`src/rtl/axi_wr_pkg.sv`:
```
// Shared definitions for the AXI burst write controller: FSM encoding,
// AXI response/burst constants and a constant-evaluable ceil(log2).
package axi_wr_pkg;

  typedef enum logic [2:0] {
    ST_IDLE,
    ST_WAIT,
    ST_ADDR,
    ST_DATA,
    ST_RESP
  } wr_state_t;

  localparam logic [1:0] RESP_OKAY  = 2'b00;
  localparam logic [1:0] BURST_INCR = 2'b01;

  function automatic int clog2(input int value);
    int result;
    result = 0;
    for (int v = value - 1; v > 0; v = v >> 1) begin
      result = result + 1;
    end
    return result;
  endfunction

endpackage

```
`src/rtl/axi_wr_beat_cnt.sv`:
```
// Counts accepted W beats within a burst and flags the final beat so the
// controller can drive WLAST; wraps to zero after the last beat.
module axi_wr_beat_cnt #(
  parameter int BURST_LEN = 16
) (
  input  logic clk,
  input  logic rst,
  input  logic beat,
  output logic last
);

  localparam logic [7:0] LAST_BEAT = 8'(BURST_LEN - 1);

  logic [7:0] cnt;

  always_ff @(posedge clk) begin
    if (rst) begin
      cnt <= 8'd0;
    end else if (beat) begin
      cnt <= last ? 8'd0 : cnt + 8'd1;
    end
  end

  assign last = (cnt == LAST_BEAT);

endmodule

```
`src/rtl/axi_burst_wr_ctrl.sv`:
```
// Streams a first-word-fall-through FIFO into fixed-length AXI INCR write
// bursts over a circular region starting at a latched base address.
module axi_burst_wr_ctrl
  import axi_wr_pkg::*;
#(
  parameter int          C_M_AXI_ADDR_WIDTH = 28,
  parameter int          C_M_AXI_DATA_WIDTH = 16,
  parameter int          C_M_AXI_BURST_LEN  = 16,
  parameter int unsigned C_FRAME_BYTES      = 32'h0010_0000
) (
  input  logic                            M_AXI_ACLK,
  input  logic                            M_AXI_ARESET,
  input  logic                            CTRL_START,
  input  logic                            CTRL_STOP,
  input  logic [C_M_AXI_ADDR_WIDTH-1:0]   CTRL_AWADDR,
  output logic                            CTRL_BUSY,
  output logic                            CTRL_ERR,
  input  logic [C_M_AXI_DATA_WIDTH-1:0]   FIFO_AXI_DATA,
  input  logic [8:0]                      FIFO_RD_CNT,
  output logic                            FIFO_RD_EN,
  output logic [C_M_AXI_ADDR_WIDTH-1:0]   M_AXI_AWADDR,
  output logic [7:0]                      M_AXI_AWLEN,
  output logic [2:0]                      M_AXI_AWSIZE,
  output logic [1:0]                      M_AXI_AWBURST,
  output logic                            M_AXI_AWVALID,
  input  logic                            M_AXI_AWREADY,
  output logic [C_M_AXI_DATA_WIDTH-1:0]   M_AXI_WDATA,
  output logic [C_M_AXI_DATA_WIDTH/8-1:0] M_AXI_WSTRB,
  output logic                            M_AXI_WLAST,
  output logic                            M_AXI_WVALID,
  input  logic                            M_AXI_WREADY,
  input  logic [1:0]                      M_AXI_BRESP,
  input  logic                            M_AXI_BVALID,
  output logic                            M_AXI_BREADY
);

  localparam int BURST_BYTES = C_M_AXI_BURST_LEN * C_M_AXI_DATA_WIDTH / 8;
  localparam logic [C_M_AXI_ADDR_WIDTH-1:0] ADDR_STEP  = C_M_AXI_ADDR_WIDTH'(BURST_BYTES);
  localparam logic [C_M_AXI_ADDR_WIDTH-1:0] FRAME_SPAN = C_M_AXI_ADDR_WIDTH'(C_FRAME_BYTES);

  wr_state_t state, state_next;

  logic [C_M_AXI_ADDR_WIDTH-1:0] base_addr;
  logic [C_M_AXI_ADDR_WIDTH-1:0] awaddr_q;
  logic [C_M_AXI_ADDR_WIDTH-1:0] addr_next;
  logic                          stop_pend;
  logic                          err_q;
  logic                          last_beat;
  logic                          start_ok;
  logic                          stop_req;
  logic                          fifo_ready;
  logic                          b_done;

  assign start_ok   = CTRL_START && (state == ST_IDLE);
  assign stop_req   = stop_pend || CTRL_STOP;
  assign fifo_ready = FIFO_RD_CNT >= 9'(C_M_AXI_BURST_LEN);
  assign b_done     = (state == ST_RESP) && M_AXI_BVALID;
  assign addr_next  = awaddr_q + ADDR_STEP;

  always_ff @(posedge M_AXI_ACLK) begin
    if (M_AXI_ARESET) begin
      state <= ST_IDLE;
    end else begin
      state <= state_next;
    end
  end

  always_comb begin
    state_next    = state;
    M_AXI_AWVALID = 1'b0;
    M_AXI_WVALID  = 1'b0;
    M_AXI_BREADY  = 1'b0;
    unique case (state)
      ST_IDLE: begin
        if (CTRL_START) state_next = ST_WAIT;
      end
      ST_WAIT: begin
        if (stop_req)        state_next = ST_IDLE;
        else if (fifo_ready) state_next = ST_ADDR;
      end
      ST_ADDR: begin
        M_AXI_AWVALID = 1'b1;
        if (M_AXI_AWREADY) state_next = ST_DATA;
      end
      ST_DATA: begin
        M_AXI_WVALID = 1'b1;
        if (M_AXI_WREADY && last_beat) state_next = ST_RESP;
      end
      ST_RESP: begin
        M_AXI_BREADY = 1'b1;
        if (M_AXI_BVALID) state_next = ST_WAIT;
      end
      default: state_next = ST_IDLE;
    endcase
  end

  // A stop raised alongside an accepted start is remembered so the first
  // WAIT visit returns straight to IDLE without issuing a burst.
  always_ff @(posedge M_AXI_ACLK) begin
    if (M_AXI_ARESET) begin
      base_addr <= '0;
      awaddr_q  <= '0;
      stop_pend <= 1'b0;
      err_q     <= 1'b0;
    end else if (start_ok) begin
      base_addr <= CTRL_AWADDR;
      awaddr_q  <= CTRL_AWADDR;
      stop_pend <= CTRL_STOP;
      err_q     <= 1'b0;
    end else begin
      if ((state == ST_WAIT) && stop_req) begin
        stop_pend <= 1'b0;
      end else if (CTRL_STOP && (state != ST_IDLE)) begin
        stop_pend <= 1'b1;
      end
      if (b_done) begin
        awaddr_q <= (addr_next == base_addr + FRAME_SPAN) ? base_addr : addr_next;
        if (M_AXI_BRESP != RESP_OKAY) err_q <= 1'b1;
      end
    end
  end

  axi_wr_beat_cnt #(
    .BURST_LEN(C_M_AXI_BURST_LEN)
  ) u_beat_cnt (
    .clk (M_AXI_ACLK),
    .rst (M_AXI_ARESET),
    .beat(FIFO_RD_EN),
    .last(last_beat)
  );

  assign FIFO_RD_EN    = M_AXI_WVALID && M_AXI_WREADY;
  assign M_AXI_WLAST   = M_AXI_WVALID && last_beat;
  assign M_AXI_WDATA   = FIFO_AXI_DATA;
  assign M_AXI_WSTRB   = '1;
  assign M_AXI_AWADDR  = awaddr_q;
  assign M_AXI_AWLEN   = 8'(C_M_AXI_BURST_LEN - 1);
  assign M_AXI_AWSIZE  = 3'(clog2(C_M_AXI_DATA_WIDTH / 8));
  assign M_AXI_AWBURST = BURST_INCR;
  assign CTRL_BUSY     = (state != ST_IDLE);
  assign CTRL_ERR      = err_q;

endmodule

```
`config.mk`:
```
export PLATFORM = sky130hd
export DESIGN_NAME = axi_burst_wr_ctrl
export DESIGN_NICKNAME = d
export VERILOG_FILES = /design/src/rtl/axi_wr_pkg.sv /design/src/rtl/axi_wr_beat_cnt.sv /design/src/rtl/axi_burst_wr_ctrl.sv
export SDC_FILE = /design/constraint.sdc
export NUM_CORES = 1
export LEC_CHECK = 0
export ABC_AREA = 1
export CAP_MARGIN = 5
export CORE_ASPECT_RATIO = 0.75
export CORE_MARGIN = 1.5
export CORE_UTILIZATION = 53
export CTS_CLUSTER_SIZE = 16
export DETAILED_ROUTE_END_ITERATION = 8
export PLACE_DENSITY = 0.89
export RECOVER_POWER = 100
export SKIP_CTS_REPAIR_TIMING = 1
export SKIP_LAST_GASP = 1
export SLEW_MARGIN = 20
export SYNTH_ARGS = -nofsm -noshare
export SYNTH_HDL_FRONTEND = slang
export SYNTH_HIERARCHICAL = 1
export SYNTH_SLANG_ARGS = --single-unit
```
`constraint.sdc`:
```
create_clock -name M_AXI_ACLK -period 4.2 [get_ports M_AXI_ACLK]
set_input_delay 0.84 -clock M_AXI_ACLK [delete_from_list [all_inputs] [get_ports M_AXI_ACLK]]
set_output_delay 0.84 -clock M_AXI_ACLK [all_outputs]
set_load 0.005 [all_outputs]
```
==> metrics.txt, run 1 <==
ratio of cells with drive above 1 in the final layout=6.26%; largest net degree at the start of global routing=45; setup TNS=0 ns; FILL cells=about 730; CTS tree=yes; startpoint types=input pin; Placer Congestion=0.955; initial antenna violation count=0; worst-path fanout max=44; post-synthesis sequential area ratio=29.0%; EDFF count, synth=0; Post-synth ARST share=0%; RSZ-0062 raised after global routing=false; skew final=0.00758 ns; failing checks=design-rule violations, max-capacitance violations, max-slew violations; I/O Pins=128; placed insts=939; Power Density=588 nW/µm²; final wirelength=roughly 13000 µm; crit path capture type=flip-flop; IO buf count=76; drc violations=5; Synth warnings=6; top post-synthesis cells by area=dfxtp_1, nand2_1, inv_1, nand3_1, nor2_1; post-DP HPWL=8860 µm; row count=29; Tot GR Track Use=28.0%; synthesized flop and latch total=69; worst skew pair latency=0.34 ns; Slew headroom=-38.8%; chip width=113 µm; CP arrival=3.47 ns; most frequent cells in the layout=nand2_1, inv_1, nor2_1, dfxtp_1, nand3_1; first-pass GRT wire length=21600 µm; largest vdd supply drop=0.294 mV; share of the synthesized area in the top cell type=about 29%; Via density=5.34; H-tree depth=3; core area=8600 µm²; Synth cell types=36; most common cell after layout, fill and taps aside=nand2_1; WL per Instance=between 10 and 15 µm; post-synthesis area per instance=~6 µm²; clk root buf=clkbuf_16; # diodes=0; clock slew seen by the registers of the worst setup and hold paths=roughly 0.060 ns; run status=finished, violations left; Initial Utilization=55.4%; Layout Cells excl Fill=955; clock buffer depth=2; P&R area growth vs syn=20.4%; Static Leak=2.68 nW; Mapped Area=4770 µm²; min cycle time layout=3.27 ns; Req. time, crit path=around 4.4 ns; max-cap viol count=1; fin. max-slew vios=45; period utilization=77.8%; Sink Count=69; CP Class=in -> reg; final net count=907; top cell type by total area after synthesis=dfxtp_1; prevailing post-synth register cell=dfxtp_1; global route overflow=0; setup violators final=0; Peak Freq=306 MHz; synthesized instance count=787; HP Class=reg -> reg; vias in the first global route=roughly 4600; Routed Antenna Nets=0; Final Hold Vio Count=0; TritonCTS buffer count=9; die extent in y=85.1 µm; Iteration-0 DRC Markers=568; via count=5101; worst slew pin tran=about 2.1 ns; die area=9580 µm²; drt pass-1 iters=9
## report_power, final
part / total (mW) / internal [mW] / switching (mW)
Clock: 0.836 / 0.535 / 0.301
Sequential: 1.06 / 0.833 / 0.223
Combinational: 1.49 / 0.588 / 0.899
## worst max-delay path, cell delays in order
cell	delay, ns
dlygate4sd3_1	0.55
clkbuf_1	1.50
inv_1	0.33
o21ai_0	0.20
a21oi_1	0.06
## Yosys cell counts, drive strengths merged, types with 7 or more instances
cell type and count:
nand2 272, inv 103, nor2 87, dfxtp 69, nand3 66, o21ai 36
buf 33, a21oi 25, a31oi 16, clkbuf 15, o22ai 15, nand4 12
nand3b 7
## registers in the layout (all words and copies together), names as in the netlist
name            flops
M_AXI_AWADDR       28
base_addr          28
stop_pend           1
state               3
u_beat_cnt/cnt      8
CTRL_ERR            1
## area by class of cell
type / instances / area [µm²] / area share (%)
clock inverter: 6 / 86.3 / 1.50
timing repair buffer: 79 / 779 / 13.6
multi-input combinational: 578 / 2730 / 47.5
inverter: 105 / 395 / 6.89
clock buffer: 10 / 239 / 4.16
tap: 108 / 135 / 2.35
sequential: 69 / 1380 / 24.1
## per-layer routing
| metal | up-vias | routed length (µm) | global-route usage (%) |
|---|---|---|---|
| li1 | 2573 | - | - |
| met1 | 2227 | 5720 | 37.8 |
| met2 | 276 | 5840 | 44.7 |
| met3 | 25 | 1160 | 5.21 |
| met4 | 0 | 260 | 10.8 |
| met5 | - | 0 | 0 |
## stage by stage
step / power, mW / hold slack (ns) / utilization (%) / worst slack (ns) / area (µm²)
finish: 3.38 / 0.474 / 66.8 / 0.933 / 5740
global route: 3.63 / 0.502 / 66.8 / 0.696 / 5740
CTS: 3.41 / 0.474 / 67.0 / 1.07 / 5760
detailed placement: 2.55 / 0.467 / 63.2 / 1.07 / 5430
global placement: 2.52 / 0.463 / 63.2 / 1.08 / 5430
floorplan: 2.03 / 0.443 / - / 2.01 / 4820
## worst paths after layout
kind	start	endpoint	slack, ns	cells past startpoint
worst max-delay path	M_AXI_ARESET	u_beat_cnt/cnt[1]$_SDFFE_PP0P_	0.93	5
worst min-delay path	base_addr[5]$_SDFFE_PP0P_	base_addr[5]$_SDFFE_PP0P_	0.47	2
worst max register to register	M_AXI_AWADDR[5]$_SDFFE_PP0P_	M_AXI_AWADDR[2]$_SDFFE_PP0P_	1.07	19
worst min register to register	base_addr[5]$_SDFFE_PP0P_	base_addr[5]$_SDFFE_PP0P_	0.47	2
## logic make-up (layout without fill, tap and decap cells)
family          count (synthesis)  in the layout  share of synthesized area, %
buf+inv                       153            200                          14.7
simple gates                  451            451                          41.7
xor+xnor                       11             11                          2.02
compound gates                 98             98                          11.7
other cells                     2             15                         0.157
flops                          69             69                          29.0
fa+ha+maj                       3              3                         0.787
(Power assumes the default switching activity.)
==> run 2, diff against run 1 <==
Settings changed: CORE_UTILIZATION 53 to 45, PLACE_DENSITY 0.89 to 0.81.
Clock period 4.2 ns to 2.8 ns, I/O delays scaled along.
==> run 2 against run 1 <==
The flow now finishes without violations. First-iteration DRC count fell by 19%. Clock power rose by 46%. Critical path depth rose by 13. Highest routed layer unchanged. Non-clock buffer count rose by 10. Cell count rose by 4.0%. Clock skew rose by 0.0015 ns. Combinational power rose by 53%. Setup slack got worse by 0.64 ns. Critical endpoint is now M_AXI_AWADDR[4]$_SDFFE_PP0P_.
==> metrics.txt, run 2 (synthesis results as in run 1) <==
run status=complete, no violations; setup TNS=0 ns; P&R area growth vs syn=22.8%; Iteration-0 DRC Markers=between 400 and 500; clock buffer depth=2; initial antenna violation count=0; Power Density=867 nW/µm²; TritonCTS buffer count=9; row count=32; Via density=between 5 and 6; most frequent cell on the critical path=nand2_1; chip width=122 µm; worst-path fanout max=8; worst slew pin tran=0.982 ns; IO buf count=76; worst setup path end=M_AXI_AWADDR[4]$_SDFFE_PP0P_; CTS tree=yes; Min Hold Slack=0.450 ns; CP max stage cell=dfxtp_1; Tot GR Track Use=between 20% and 30%; Placer Congestion=0.949; core area=10300 µm²; post-DP HPWL=9600 µm; Static Leak=2.71 nW; Req. time, crit path=around 3 ns; I/O Pins=about 130; met2 routed WL=5390 µm; Final Cell Area=5850 µm²; DR top layer=met4; fin. max-slew vios=0; worst skew pair latency=~0.34 ns; Worst path depth=18; Routed Antenna Nets=0; first-pass GRT wire length=~21000 µm; CP arrival=between 2 and 3 ns; ratio of cells with drive above 1 in the final layout=7.70%; Peak Freq=399 MHz; delay-heaviest family, CP=simple AND/OR/NAND/NOR gates; final wirelength=12800 µm; startpoint types=flip-flop; RSZ-0062 raised after global routing=false; M1 wire length=6350 µm; worst r2r src=M_AXI_AWADDR[6]$_SDFFE_PP0P_; clk root buf=clkbuf_16; global route overflow=0; Reg2Reg Depth=18; worst path cell trace=ha_1 -> nand3_2 -> nor2_4 -> nand2_1 -> o21ai_1 -> nand2_1 -> nand2_1 -> nand2_1 -> nor2_1 -> nand2_1 -> nor2_1 -> nand3_2 -> nand2_2 -> nand2_2 -> clkinv_2 -> nand2_1 -> nand2_1 -> nor2_2; via count=4983; Crit. Startpoint=M_AXI_AWADDR[6]$_SDFFE_PP0P_; Sink Count=69; HP Class=reg -> reg; setup violators final=0; most common cell after layout, fill and taps aside=nand2_1; largest net degree at the start of global routing=41; Worst Path Buf+Inv=1; clock slew seen by the registers of the worst setup and hold paths=0.06 ns; Final Hold Vio Count=0; Slew headroom=34.5%; max incr delay on CP=0.34 ns; max-cap viol count=0; metal3 WL=881 µm; drc violations=0; period utilization=89.6%; largest vdd supply drop=0.437 mV; WL per Instance=12.9 µm; most frequent cells in the layout=nand2_1, inv_1, nor2_1, dfxtp_1, nand3_1; Worst R2R End=M_AXI_AWADDR[4]$_SDFFE_PP0P_; drt pass-1 iters=7; # diodes=0; final net count=917; skew final=0.00906 ns; flop2flop setup slack=~0.29 ns; CP Class=reg -> reg; Initial Utilization=46.3%; min cycle time layout=2.51 ns; vias in the first global route=4344; die area=11200 µm²; H-tree depth=3; Placed Area=5540 µm²; die extent in y=92.1 µm; crit path capture type=flip-flop
run 2: cell count changes in the layout (fill, tap and decap cells not counted), sizes merged:
cell	previous run	this run
clkinv	5	6
dlygate4sd3	38	34
buf	2	9
clkbuf	11	14
clkdlybuf4s50	38	42
clkinvlp	1	0
run 2: cell type report:
cell class	count	area (µm²)
Fill cell	997	4440
Multi-Input combinational cell	578	2750
Sequential cell	69	1380
Timing Repair Buffer	89	845
Inverter	105	395
Clock buffer	10	229
Tap cell	136	170
Clock inverter	6	87.6
run 2: worst min-delay path, stage by stage (launching register included):
cell and delay, ns:
dfxtp_1 0.31, inv_1 0.05, a21oi_1 0.05
run 2: worst min path at each step:
| stage | slack, ns | startpoint | cells past startpoint | end |
|---|---|---|---|---|
| after global routing | 0.48 | CTRL_ERR$_SDFFE_PP0P_ | 2 | CTRL_ERR$_SDFFE_PP0P_ |
| after global placement | 0.44 | CTRL_ERR$_SDFFE_PP0P_ | 2 | CTRL_ERR$_SDFFE_PP0P_ |
| final | 0.45 | CTRL_ERR$_SDFFE_PP0P_ | 2 | CTRL_ERR$_SDFFE_PP0P_ |
| after CTS | 0.45 | CTRL_ERR$_SDFFE_PP0P_ | 2 | CTRL_ERR$_SDFFE_PP0P_ |
| after floorplan | 0.44 | u_beat_cnt/cnt[2]$_SDFFE_PP0P_ | 1 | u_beat_cnt/cnt[2]$_SDFFE_PP0P_ |
| after detailed placement | 0.44 | CTRL_ERR$_SDFFE_PP0P_ | 2 | CTRL_ERR$_SDFFE_PP0P_ |
run 2: per-stage QoR:
stage               utilization, %  instances  setup slack, ns  power, mW
detailed placement            53.9        977            0.317       3.90
global route                  56.9        993          0.00564       5.51
finish                        56.9        993            0.291       5.08
CTS                           56.9        993            0.287       5.14
global placement              53.9        977            0.321       3.87
floorplan                        -        800            0.610       3.05
run 2: layer usage:
layer  vias up  GRT usage [%]
met4         0           7.16
met3        20           4.98
li1       2588              -
met5         -              0
met2       173           35.5
met1      2202           34.4
run 2: power breakdown:
| group | total [mW] | internal [mW] | leakage, nW | switching, mW |
|---|---|---|---|---|
| clock network | 1.22 | 0.779 | 0.156 | 0.444 |
| registers | 1.57 | 1.25 | 0.565 | 0.325 |
| logic | 2.28 | 0.915 | 1.99 | 1.36 |
==> run 3, diff against run 2 <==
Settings changed: REMOVE_ABC_BUFFERS set to 1, SETUP_SLACK_MARGIN set to 0.5.
==> run 3 against run 2 <==
First-iteration DRC count down 3.0%. Sequential power increased by 4%. Clock skew is 0.0019 ns lower. Setup slack better by 0.0068 ns. Critical path depth is 2 lower. Power is 8.3% higher. Sequential share of layout area decreased by 1.4 points. Cell count increased by 1.2%.
==> metrics.txt, run 3 (synthesis results as in run 1) <==
core area=10300 µm²; Sink Count=slightly below 70; Peak Freq=400 MHz; skew final=0.00720 ns; P&R area growth vs syn=31.8%; FILL cells=between 900 and 1000; IO buf count=76; Tot GR Track Use=24.3%; DR top layer=met4; Iteration-0 DRC Markers=447; M1 wire length=about 6300 µm; largest net degree at the start of global routing=45; I/O Pins=128; fin. max-slew vios=0; RSZ-0062 raised after global routing=true; Min Hold Slack=0.447 ns; Static Leak=2.84 nW; crit path capture type=flip-flop; Slew headroom=~43%; period utilization=between 80% and 90%; Via density=~5.2; row count=32; ratio of cells with drive above 1 in the final layout=16.6%; setup violators final=0; worst r2r src=M_AXI_AWADDR[17]$_SDFFE_PP0P_; HP Start=CTRL_ERR$_SDFFE_PP0P_; most common cell after layout, fill and taps aside=nand2_1; die area=11200 µm²; vias in the first global route=4547; CP arrival=2.73 ns; run status=complete, no violations; CTS tree=yes; drt pass-1 iters=6; worst skew pair latency=0.34 ns; final wirelength=14100 µm; max-cap viol count=0; post-DP HPWL=9300 µm; final net count=929; Routed Antenna Nets=0; worst-path fanout max=7; drc violations=0; Final Hold Vio Count=0; FF+latch area=1400 µm²; placed insts=971; clock buffer depth=2; die extent in y=around 90 µm; global route overflow=0; startpoint types=flip-flop; initial antenna violation count=1; HP Class=reg -> reg; worst slew pin tran=about 0.85 ns; CP Class=reg -> reg; metal3 WL=1510 µm; chip width=122 µm; WL per Instance=14.0 µm; met2 routed WL=6030 µm; first-pass GRT wire length=about 22000 µm; most frequent cells in the layout=nand2_1, inv_1, dfxtp_1, clkdlybuf4s50_1, nand3_1; clk root buf=clkbuf_16; Initial Utilization=46.3%; Req. time, crit path=3.03 ns; clock slew seen by the registers of the worst setup and hold paths=approximately 0.060 ns; H-tree depth=3; min cycle time layout=2.50 ns; TritonCTS buffer count=9; largest vdd supply drop=roughly 0.40 mV; Crit. Startpoint=M_AXI_AWADDR[17]$_SDFFE_PP0P_; via count=5267; Power Density=875 nW/µm²; Placer Congestion=between 0.8 and 0.9; Layout Cells excl Fill=1005; area of the multi-input gates=between 3000 and 4000 µm²
## run 3: cell count changes in the layout (fill, tap and decap cells not counted), sizes merged
cell,before,now
dlygate4sd3,34,17
buf,9,23
clkdlybuf4s25,0,1
nand3,66,67
clkinvlp,0,1
clkinv,6,1
clkdlybuf4s50,42,57
diode,0,1
inv,103,104
## run 3: critical path, stage by stage (launching register included)
cell,delay [ns]
dfxtp_1,0.53
nand2_1,0.16
nor2_2,0.18
nand2_1,0.14
nor2_2,0.14
nand3_1,0.10
nand2_1,0.10
nand2_1,0.07
nand2_1,0.12
nand2_1,0.06
nor2_1,0.13
nand3_2,0.14
nand2_4,0.15
buf_4,0.14
o21ai_0,0.07
nand2_1,0.10
a21oi_1,0.06
## run 3: cell type report
cell class	instances	area share (%)
multi-input combinational	579	48.3
clock inverter	3	1.08
sequential	69	22.2
clock buffer	12	4.24
tap	136	2.71
inverter	105	6.43
timing repair buffer	100	15.0
antenna	1	0.0398
## run 3: where the power goes
part           total (mW)  switching (mW)  internal (mW)
Clock                1.28           0.437          0.848
Combinational        2.57            1.54           1.04
Sequential           1.64           0.379           1.26
Total                5.50            2.35           3.14
## run 3: layer usage
metal  GRT usage [%]  up-vias
met2            35.6      270
met1            34.3     2344
met4            6.76        0
li1                -     2621
met3            7.03       32
met5               0        -
## run 3: worst paths after layout
path                            slack (ns)                            end  depth (start not counted)
worst max-delay path                  0.30  M_AXI_AWADDR[20]$_SDFFE_PP0P_                         16
worst min-delay path                  0.45          CTRL_ERR$_SDFFE_PP0P_                          2
worst max register to register        0.30  M_AXI_AWADDR[20]$_SDFFE_PP0P_                         16
worst min register to register        0.45          CTRL_ERR$_SDFFE_PP0P_                          2
## run 3: stage by stage
step	instance area, µm²	worst slack [ns]	TNS [ns]	utilization, %	total power [mW]
floorplan	4510	-0.582	-14.52	-	2.98
global placement	5500	0.321	0	53.4	3.82
detailed placement	5500	0.262	0	53.4	3.87
CTS	5830	0.239	0	56.7	5.17
global route	6280	0.121	0	61.1	5.91
finish	6280	0.298	0	61.1	5.50
